[src/rtl/bus_arbiter_rr.sv]
// bus_arbiter_rr: round-robin arbiter giving NUM_CORES cores shared access to one synchronous RAM
// port. A grant is released when the owner drops its request, or when the owner has held
// the bus for MAX_HOLD consecutive cycles. A timeout release is followed by one dead cycle.
//
// Optional feature: define BUS_LOCK_EN to add core_lock. While the owner's lock bit is high,
// the hold timeout is suppressed.
//
// Ports:
//   clk           system clock
//   reset         synchronous, active-low reset
//   core_request  per-core bus request
//   core_grant    registered one-hot (or zero) grant
//   core_rw       per-core access type, 1 = write
//   core_lock     per-core timeout suppression (BUS_LOCK_EN only)
//   core_address  packed core addresses, core i at [i*ADDR_W +: ADDR_W]
//   core_wdata    packed core write data, core i at [i*DATA_W +: DATA_W]
//   core_rdata    read data broadcast to all cores
//   core_rvalid   one-cycle strobe marking core_rdata valid for core i
//   RAM_address   RAM address, the low RAM_ADDR_W bits of the owner's address
//   RAM_data_in   RAM write data
//   RAM_data_out  RAM read data, one-cycle read latency
//   rw            RAM write enable
module bus_arbiter_rr #(
  parameter int unsigned NUM_CORES  = 2,
  parameter int unsigned DATA_W     = 8,
  parameter int unsigned ADDR_W     = 10,
  parameter int unsigned RAM_ADDR_W = 9,
  parameter int unsigned MAX_HOLD   = 16
) (
  input  logic                          clk,
  input  logic                          reset,
  input  logic [NUM_CORES-1:0]          core_request,
  output logic [NUM_CORES-1:0]          core_grant,
  input  logic [NUM_CORES-1:0]          core_rw,
`ifdef BUS_LOCK_EN
  input  logic [NUM_CORES-1:0]          core_lock,
`endif
  input  logic [NUM_CORES*ADDR_W-1:0]   core_address,
  input  logic [NUM_CORES*DATA_W-1:0]   core_wdata,
  output logic [DATA_W-1:0]             core_rdata,
  output logic [NUM_CORES-1:0]          core_rvalid,
  output logic [RAM_ADDR_W-1:0]         RAM_address,
  output logic [DATA_W-1:0]             RAM_data_in,
  input  logic [DATA_W-1:0]             RAM_data_out,
  output logic                          rw
);

  localparam int unsigned IdxW  = (NUM_CORES > 1) ? $clog2(NUM_CORES) : 1;
  localparam int unsigned HoldW = (MAX_HOLD > 1) ? $clog2(MAX_HOLD) : 1;
  localparam logic [HoldW-1:0] HoldMax  = HoldW'(MAX_HOLD - 1);
  localparam logic [IdxW-1:0]  LastCore = IdxW'(NUM_CORES - 1);

  typedef enum logic [1:0] {StIdle, StOwn, StPark} state_e;

  state_e                 state_q, state_d;
  logic [NUM_CORES-1:0]   grant_q, grant_d;
  logic [IdxW-1:0]        owner_q, owner_d;
  logic [IdxW-1:0]        ptr_q, ptr_d;
  logic [HoldW-1:0]       hold_q, hold_d;
  logic [NUM_CORES-1:0]   rvalid_q, rvalid_d;

  // Round-robin pick: first requester at or after ptr_q, wrapping.
  logic                   found;
  logic [IdxW-1:0]        winner;
  int unsigned            cand;

  always_comb begin
    found  = 1'b0;
    winner = '0;
    cand   = 0;
    for (int unsigned i = 0; i < NUM_CORES; i++) begin
      cand = 32'(ptr_q) + i;
      if (cand >= NUM_CORES) cand = cand - NUM_CORES;
      if (!found && core_request[cand[IdxW-1:0]]) begin
        found  = 1'b1;
        winner = cand[IdxW-1:0];
      end
    end
  end

  logic [IdxW-1:0] next_ptr;
  assign next_ptr = (owner_q == LastCore) ? '0 : owner_q + 1'b1;

  logic locked;
`ifdef BUS_LOCK_EN
  assign locked = core_lock[owner_q];
`else
  assign locked = 1'b0;
`endif

  always_comb begin
    state_d = state_q;
    grant_d = grant_q;
    owner_d = owner_q;
    ptr_d   = ptr_q;
    hold_d  = hold_q;
    unique case (state_q)
      StIdle: begin
        if (found) begin
          state_d         = StOwn;
          owner_d         = winner;
          grant_d         = '0;
          grant_d[winner] = 1'b1;
          hold_d          = '0;
        end
      end
      StOwn: begin
        if (!core_request[owner_q]) begin
          grant_d = '0;
          ptr_d   = next_ptr;
          state_d = StIdle;
        end else if (locked) begin
          // Saturate so that unlocking at the limit times out on the following cycle.
          if (hold_q != HoldMax) hold_d = hold_q + 1'b1;
        end else if (hold_q == HoldMax) begin
          grant_d = '0;
          ptr_d   = next_ptr;
          state_d = StPark;
        end else begin
          hold_d = hold_q + 1'b1;
        end
      end
      StPark: begin
        state_d = StIdle;
      end
      default: begin
        state_d = StIdle;
        grant_d = '0;
      end
    endcase
  end

  // A read issued while granted returns its data one cycle later, even after release.
  assign rvalid_d = grant_q & ~core_rw;

  always_ff @(posedge clk) begin
    if (!reset) begin
      state_q  <= StIdle;
      grant_q  <= '0;
      owner_q  <= '0;
      ptr_q    <= '0;
      hold_q   <= '0;
      rvalid_q <= '0;
    end else begin
      state_q  <= state_d;
      grant_q  <= grant_d;
      owner_q  <= owner_d;
      ptr_q    <= ptr_d;
      hold_q   <= hold_d;
      rvalid_q <= rvalid_d;
    end
  end

  // One-hot AND-OR mux from the owner; all zero when nobody holds the grant.
  logic [RAM_ADDR_W-1:0] addr_mux;
  logic [DATA_W-1:0]     wdata_mux;
  logic                  rw_mux;

  always_comb begin
    addr_mux  = '0;
    wdata_mux = '0;
    rw_mux    = 1'b0;
    for (int unsigned i = 0; i < NUM_CORES; i++) begin
      if (grant_q[i]) begin
        addr_mux  = core_address[i*ADDR_W +: RAM_ADDR_W];
        wdata_mux = core_wdata[i*DATA_W +: DATA_W];
        rw_mux    = core_rw[i];
      end
    end
  end

  assign RAM_address = addr_mux;
  assign RAM_data_in = wdata_mux;
  // Gating with reset drops a write that coincides with the reset edge.
  assign rw          = rw_mux & reset;
  assign core_grant  = grant_q;
  assign core_rvalid = rvalid_q;
  assign core_rdata  = RAM_data_out;

  // Upper core address bits beyond RAM_ADDR_W are intentionally ignored.
  logic unused_addr_bits;
  assign unused_addr_bits = ^core_address;

endmodule

[config.mk]
export PLATFORM = sky130hd
export DESIGN_NAME = bus_arbiter_rr
export DESIGN_NICKNAME = d
export VERILOG_FILES = /design/src/rtl/bus_arbiter_rr.sv
export SDC_FILE = /design/constraint.sdc
export NUM_CORES = 1
export LEC_CHECK = 0
export CORE_MARGIN = 8
export CORE_UTILIZATION = 30
export DETAILED_ROUTE_END_ITERATION = 7
export PLACE_DENSITY_LB_ADDON = 0.15
export SLEW_MARGIN = 20
export SYNTH_ARGS = -nofsm -noshare
export SYNTH_HDL_FRONTEND = slang
export SYNTH_SLANG_ARGS = --single-unit
[constraint.sdc]
create_clock -name clk -period 1.9 [get_ports clk]
set_clock_uncertainty 0.2 [all_clocks]
set_input_delay 0.38 -clock clk [delete_from_list [all_inputs] [get_ports clk]]
set_output_delay 0.38 -clock clk [all_outputs]
set_load 0.02 [all_outputs]
# [Word-level counts from Yosys, hierarchy flattened]
# Cells that the tools add are included.
[totals] reg_bits=12 latchBits=0 ramBits=0 mem_bits_ro=0 input_bits=50 output_inout_bits=30 elab_cells=75 mem_count=0
[op_classes] addsub=5 multipliers=0 n_div=0 n_lt_le_gt_ge=7 n_eq_ne=8 shifts=0 muxes=35 n_bitwise=4 reduce_logical=10
[ops] operator="$mux W1" n=18
[ops] operator="$mux W9" n=2
[ops] operator="$mux W8" n=2
[ops] operator="$mux W2" n=6
[ops] operator="$mux W4" n=3
[ops] operator="$lt A1 B2 Y1 const B" n=4
[ops] operator="$pmux W4 S2" n=1
[ops] operator="$ne A2 B2 Y1 const B" n=3
[ops] operator="$pmux W2 S3" n=1
[ops] operator="$reduce_and A2 Y1" n=3
[ops] operator="$add A4 B1 Y4 const B" n=1
[ops] operator="$eq A4 B4 Y1 const B" n=1
[ops] operator="$pmux W2 S2" n=1
[ops] operator="$reduce_and A4 Y1" n=1
[ops] operator="$ne A3 B3 Y1 const B" n=1
[ops] operator="$reduce_and A3 Y1" n=1
[ops] operator="$add A1 B1 Y2 const B" n=1
[ops] operator="$and A2 B2 Y2" n=1
[ops] operator="$eq A2 B1 Y1 const B" n=1
[ops] operator="$eq A2 B2 Y1 const B" n=1
[ops] operator="$ge A1 B2 Y1 const B" n=1
[ops] operator="$ge A2 B2 Y1 const B" n=1
[ops] operator="$logic_and A1 B1 Y1" n=2
[ops] operator="$logic_not A2 Y1" n=1
[ops] operator="10 further kinds" n=11

# [Longest topological paths before layout]
# Gate-level depths: netlist (run 1).
[logic_depth] ltp_word=14 ltp_mapped=4 ltp_nobuf=4

# [Worst setup path after synthesis (run 1)]
# No wires, ideal clock.
[synth_path] kind="register -> output" from="register grant_q[0] (netlist: core_grant[0])" to="output RAM_address[0]" t_arrival_ps=1217 required_time_ps=1320 path_slack_ps=103 path_stages_with_launch=5 n_path_buf=2 cell_sequence="dfxtp_1 nor2b_1 buf_2 buf_2 a22o_1"
[synth_via] elab_chain_len=2
[synth_lines] element="start, declared" line_no="56" rtl="logic [NUM_CORES-1:0] grant_q, grant_d;"
[synth_lines] element="start signal, assigned" line_no="146" rtl="grant_q <= grant_d;"
[synth_lines] element="$mux W9 (2 in a row)" line_no="164" rtl="if (grant_q[i]) begin"
[synth_lines] element="end, declared" line_no="42" rtl="output logic [RAM_ADDR_W-1:0] RAM_address,"
# Every way passes these cells.

# [Worst setup path in the final report (run 1)]
[layout_path] from="register grant_q[0] (netlist: core_grant[0])" to="output RAM_data_in[5]"
[layout_via] elab_chain_len=2
[layout_lines] element="$mux W8 (2 in a row)" line_no="164"
[layout_lines] element="end, declared" line_no="43" rtl="output logic [DATA_W-1:0] RAM_data_in,"
# Every way passes these cells.

==> results of run 1 <==
## through the flow
step | cells | util [%] | area, um^2 | worst slack [ns]
CTS | 186 | 52.90 | 1459 | -0.01864
floorplan | 96 | - | 869.6 | 0.1033
finish | 186 | 53.68 | 1480 | 0.04030
detailed placement | 181 | 53.77 | 1483 | -0.3619
global route | 186 | 53.68 | 1480 | -0.009039
global placement | 181 | 53.77 | 1483 | -0.3502
## critical path: stages (launching register included)
cell     delay [ns]
dfxtp_2        0.33
nor2b_4        0.12
buf_6          0.12
buf_6          0.11
a22o_1         0.20
buf_6          0.13
## where the power goes
group | leakage, nW | switching (mW) | internal [mW]
Sequential | 0.0986 | 0.0111 | 0.263
Combinational | 0.533 | 0.126 | 0.164
Clock | 0.0210 | 0.0874 | 0.117
## area by class of cell
class	count	area, um^2
Tap cell	31	38.79
Timing Repair Buffer	69	614.3
Sequential cell	12	242.7
Multi-Input combinational cell	66	533.0
Fill cell	263	1277
Clock buffer	4	36.28
Inverter	4	15.01
## sequential cells by signal, summed over array words and instances (netlist names)
signal,count
ptr_q,1
core_grant,2
owner_q,1
hold_q,4
state_q,2
core_rvalid,2
## final timing paths
| check | slack (ns) | endpoint |
|---|---|---|
| max | 0.04 | RAM_data_in[5] |
| min | 0.29 | ptr_q |
| max reg2reg | 0.41 | ptr_q |
| min reg2reg | 0.29 | ptr_q |
## cell usage after synthesis, drive strengths merged
cell and n:
o21a 1, inv 4, nor2b 7, dfxtp 12, o2111ai 1, a22o 17
clkbuf 2, o221ai 1, o311a 1, o311ai 3, nand4 2, a21oi 1
mux2 1, o2bb2ai 1, buf 12, nand3 2, mux2i 4, a21boi 5
o21ai 1, nand2 5, nor3b 2, ha 1, nor2 2, and4b 1
a221o 1, and3b 2, a22oi 1, nand2b 3
## layer usage
layer / wire length [um] / up-vias
li1: - / 476
met3: 238 / 6
met4: 17 / 0
met2: 1569 / 33
met5: 0 / -
met1: 1329 / 427
## repair_timing
action,4_1_cts,5_1_grt
gates resized for setup,70,16
pin swaps,0,1
buffers inserted,1,0
setup endpoints to repair,20,18
## cells by family after synthesis
| family | count (synthesis) | synth area share, % |
|---|---|---|
| flip-flops | 12 | 27.63 |
| buffers and inverters | 18 | 11.94 |
| multiplexers | 5 | 6.331 |
| AO/OA/AOI/OAI | 34 | 32.66 |
| AND/OR/NAND/NOR | 26 | 20.00 |
| adder cells (fa/ha/maj) | 1 | 1.439 |
==> flow_summary.toml, run 1 <==
[route]
drtIter0Drc = 38
postRouteAntennaNets = 0
vias_per_cell = 5.065
drc = 0
routed_wl_mm = 3.155
wire_per_inst_um = 16.96
vias = 942
first_pass_iters = 3

[sta]
fin_crit_ns = 1.860
slew-limit-headroom_pct = 76.08
tns_ns = 0
rsz0062_at_grt = "yes"
whs_ns = 0.2874
fmax_mhz = 537.7
tightest_slew_ns = 0.3583
period_share_pct = 97.88
final-setup-viol-count = 0
finalHoldViolCount = 0
finalMaxSlewViolations = 0

[yosys]
synth.avg_cell_area_um2 = 9.058
syn-instance-count = 96
netlist_top_cells_area = "dfxtp_1 28%, a22o_1 17%, buf_4 6.9%"
netlist.area_leader.share_pct = 27.63
yosys_warnings = 0
synth_top_area_cell = "dfxtp_1"
syn_area_um2 = 869.6
synthDistinctLibCells = 34
synth-seq-area-share_pct = 27.63
synth-seq-cells = 12
syn-num-nets = 147

[global_routing]
grt_pass1_vias = 919
grt.busiest_layer = "met2"
grt_usage_pct = 12.25
grt_pass1_wl_mm = 5.092
met1_usage_pct = 13.82
grtUsageMet2_pct = 21.52
overflow = 0
use_met3_pct = 4.864
antenna_found_initial = 0
grt_max_degree = 22

[power]
power_uw = 767.4
ir_drop_mv = 0.5820
p_per_area_nw_per_um2 = 518.5
leakage_nw = 0.6523

[die]
die_w_um = 69.84
io_pins = 80
start_util_pct = 31.53
die_area_um2 = 4878
core-area_um2 = 2758
rows = 19
dieHeight_um = 69.84

[setup_path]
critical_path.max_fanout = 6
crit_start = "core_grant[0]"
worstSetupEndpointType = "output pin"
reg2reg_from = "hold_q[0]"
cp.arrival_ns = 1.28
startpoint_type = "flip-flop"
required_ns = 1.32
rr_worst_depth = 4
path_class = "flip-flop to output pin"

[run]
maxCapViolCount = 0

[clock_network]
root_buffer = "clkbuf_4"
clock_sinks = 12
cts-hold-fix-buffers = 0
clk_latency_ns = 0.27
clk_transition_reported_paths_ns = 0.08
cts-buffers-inserted = 3
cts_buffer_depth = 2
tritoncts = "yes"
htreeDepth = 1

[hold_path]
whs_path_depth = 2
holdCritStartpoint = "ptr_q"
hold_path.class = "flip-flop to flip-flop"

[finish]
finalNetCount = 207
area_delta_synth_final_pct = 70.22
final_cell_mix = "41 x clkdlybuf4s50_1, 17 x a22o_1, 14 x buf_2"
n_antenna_cell = 0
final_common_cell = "clkdlybuf4s50_1"
drive_gt1_share_pct = 23.87

[place]
buffer_ports.inserted = 61
gp_congestion = 0.8128
dp_hpwl_mm = 2.581

[status]
outcome = "finished, final reports clean"
(Power assumes the default switching activity.)
==> run 2, diff against run 1 <==
CORE_UTILIZATION = 45   (was 30)
DONT_BUFFER_PORTS = 1   (was default)
==> run 2 against run 1 <==
Via count decreased by 21%; largest cell class is now multi-input gates; non-clock buffer count decreased by 61; sequential cell count unchanged; sequential share of layout area increased by 9.3 points; critical path type unchanged.
==> flow_summary.toml, run 2 (synthesis results as in run 1) <==
[global_routing]
grt_pass1_wl_mm = 3.360
antenna_found_initial = 0
grt_usage_pct = 11.75
overflow = 0
grt_max_degree = 22
grt_pass1_vias = 662

[power]
switching_share_pct = 31.33
clockPowerShare_pct = 25.5
p_per_area_nw_per_um2 = 636.8
seqPwrFrac_pct = 46.2
ir_drop_mv = 0.4463
p_int_uw = 408.7
pwr-share-comb_pct = 28.3
power.switching_uw = 186.5
leakage_nw = 0.3804

[sta]
finalHoldViolCount = 0
finalMaxSlewViolations = 0
slew-limit-headroom_pct = 77.78
period_share_pct = 96.24
fin_ws_ns = 0.07144
tns_ns = 0
rsz0062_at_grt = "no"
fmax_mhz = 546.9
fin_crit_ns = 1.829
final-setup-viol-count = 0
tightest_slew_ns = 0.3292

[finish]
final_cell_mix = "12 x dfxtp_1, 10 x a22o_1, 7 x a22o_2"
area_delta_synth_final_pct = 7.482
largest_reg_flops = 4
final_util_pct = 49.67
fin_area_um2 = 934.6
top_register = "hold_q"
finalNetCount = 146
final_common_cell = "dfxtp_1"
fillers = 190
n_antenna_cell = 0
drive_gt1_share_pct = 23.66

[die]
die_w_um = 59.96
io_pins = 80
start_util_pct = 46.21
dieHeight_um = 59.96
rows = 16
core-area_um2 = 1882
die_area_um2 = 3595

[route]
first_pass_iters = 4
routed_wl_mm = 2.449
vias_per_cell = 6.233
wire_per_inst_um = 20.41
drc = 0
drtIter0Drc = 38
vias = 748
postRouteAntennaNets = 0

[hold_path]
hold_path.class = "input pin to flip-flop"

[clock_network]
clk_transition_reported_paths_ns = 0.07
root_buffer = "clkbuf_4"
clk_latency_ns = 0.26
clock_sinks = 12
htreeDepth = 1
cts_buffer_depth = 2
cts-buffers-inserted = 3
tritoncts = "yes"

[setup_path]
cp.arrival_ns = 1.25
worstSetupEndpointType = "output pin"
critical_path.max_fanout = 8
required_ns = 1.32
path_class = "flip-flop to output pin"
startpoint_type = "flip-flop"

[run]
maxCapViolCount = 0

[place]
place_ws_ns = 0.2976
dp_hpwl_mm = 1.984
placed_cell_area_um2 = 844.6
gp_congestion = 0.7329
buffer_ports.inserted = 0

[status]
outcome = "finished, final reports clean"
## run 2: cell types whose count changed in the layout (fill, tap and decap cells not counted), moves of 2 or more
cell and delta:
a22o_2 +7, buf_4 -2, buf_2 -14, buf_6 -3, a22o_1 -7, dlygate4sd2_1 -2, clkdlybuf4s50_1 -41, dfxtp_2 -2
dfxtp_1 +2
## run 2: power by group through the flow
| stage | Combinational, mW | Sequential, mW | Clock, mW |
|---|---|---|---|
| 2_1_floorplan | 0.154 | 0.279 | 0 |
| 3_3_place_gp | 0.148 | 0.280 | 0 |
| 3_5_place_dp | 0.150 | 0.280 | 0 |
| 4_1_cts | 0.153 | 0.274 | 0.161 |
| 5_1_grt | 0.180 | 0.277 | 0.172 |
| 6_report | 0.168 | 0.275 | 0.152 |
## run 2: layout make-up
type,count,area [um^2],share of cell area (%)
Sequential cell,12,240.2,25.70
Clock buffer,3,22.52,2.410
Timing Repair Buffer,8,86.33,9.237
Tap cell,27,33.78,3.614
Multi-Input combinational cell,66,536.8,57.43
Inverter,4,15.01,1.606
## run 2: routing by layer
metal / part of all wire (%) / global-route usage [%] / vias up
met3: 15 / 5.591 / 0
met5: 0 / 0 / -
met1: 37 / 12.16 / 343
met2: 48 / 20.62 / 51
met4: 0 / 3.061 / 0
li1: - / - / 354
## run 2: worst paths after layout
path              depth (start not counted)  slack, ns             end     startpoint
setup / recovery                          4       0.07  RAM_data_in[0]  core_grant[0]
hold / removal                            1       0.04         owner_q          reset
setup reg to reg                          4       0.39           ptr_q      hold_q[0]
hold reg to reg                           2       0.29           ptr_q          ptr_q
## run 2: metrics by stage
stage          std cells  total power, mW  hold slack, ns
6_report             120           0.5952         0.03850
2_1_floorplan         96           0.4335          0.2484
4_1_cts              117           0.5879         0.02080
3_5_place_dp         113           0.4294          0.2598
3_3_place_gp         113           0.4276          0.2577
5_1_grt              120           0.6291         0.01492
## run 2: timing repair
action,CTS,global route
hold buffers,1,0
resized for setup,1,10
setup buffers,0,3
endpoints found under the hold margin,1,0
endpoints found under the setup margin,1,1
## run 2: critical path: stages (launching register included)
cell and delay (ns):
dfxtp_1 0.31, nor2b_2 0.15, buf_6 0.13, buf_12 0.12
a22o_1 0.27
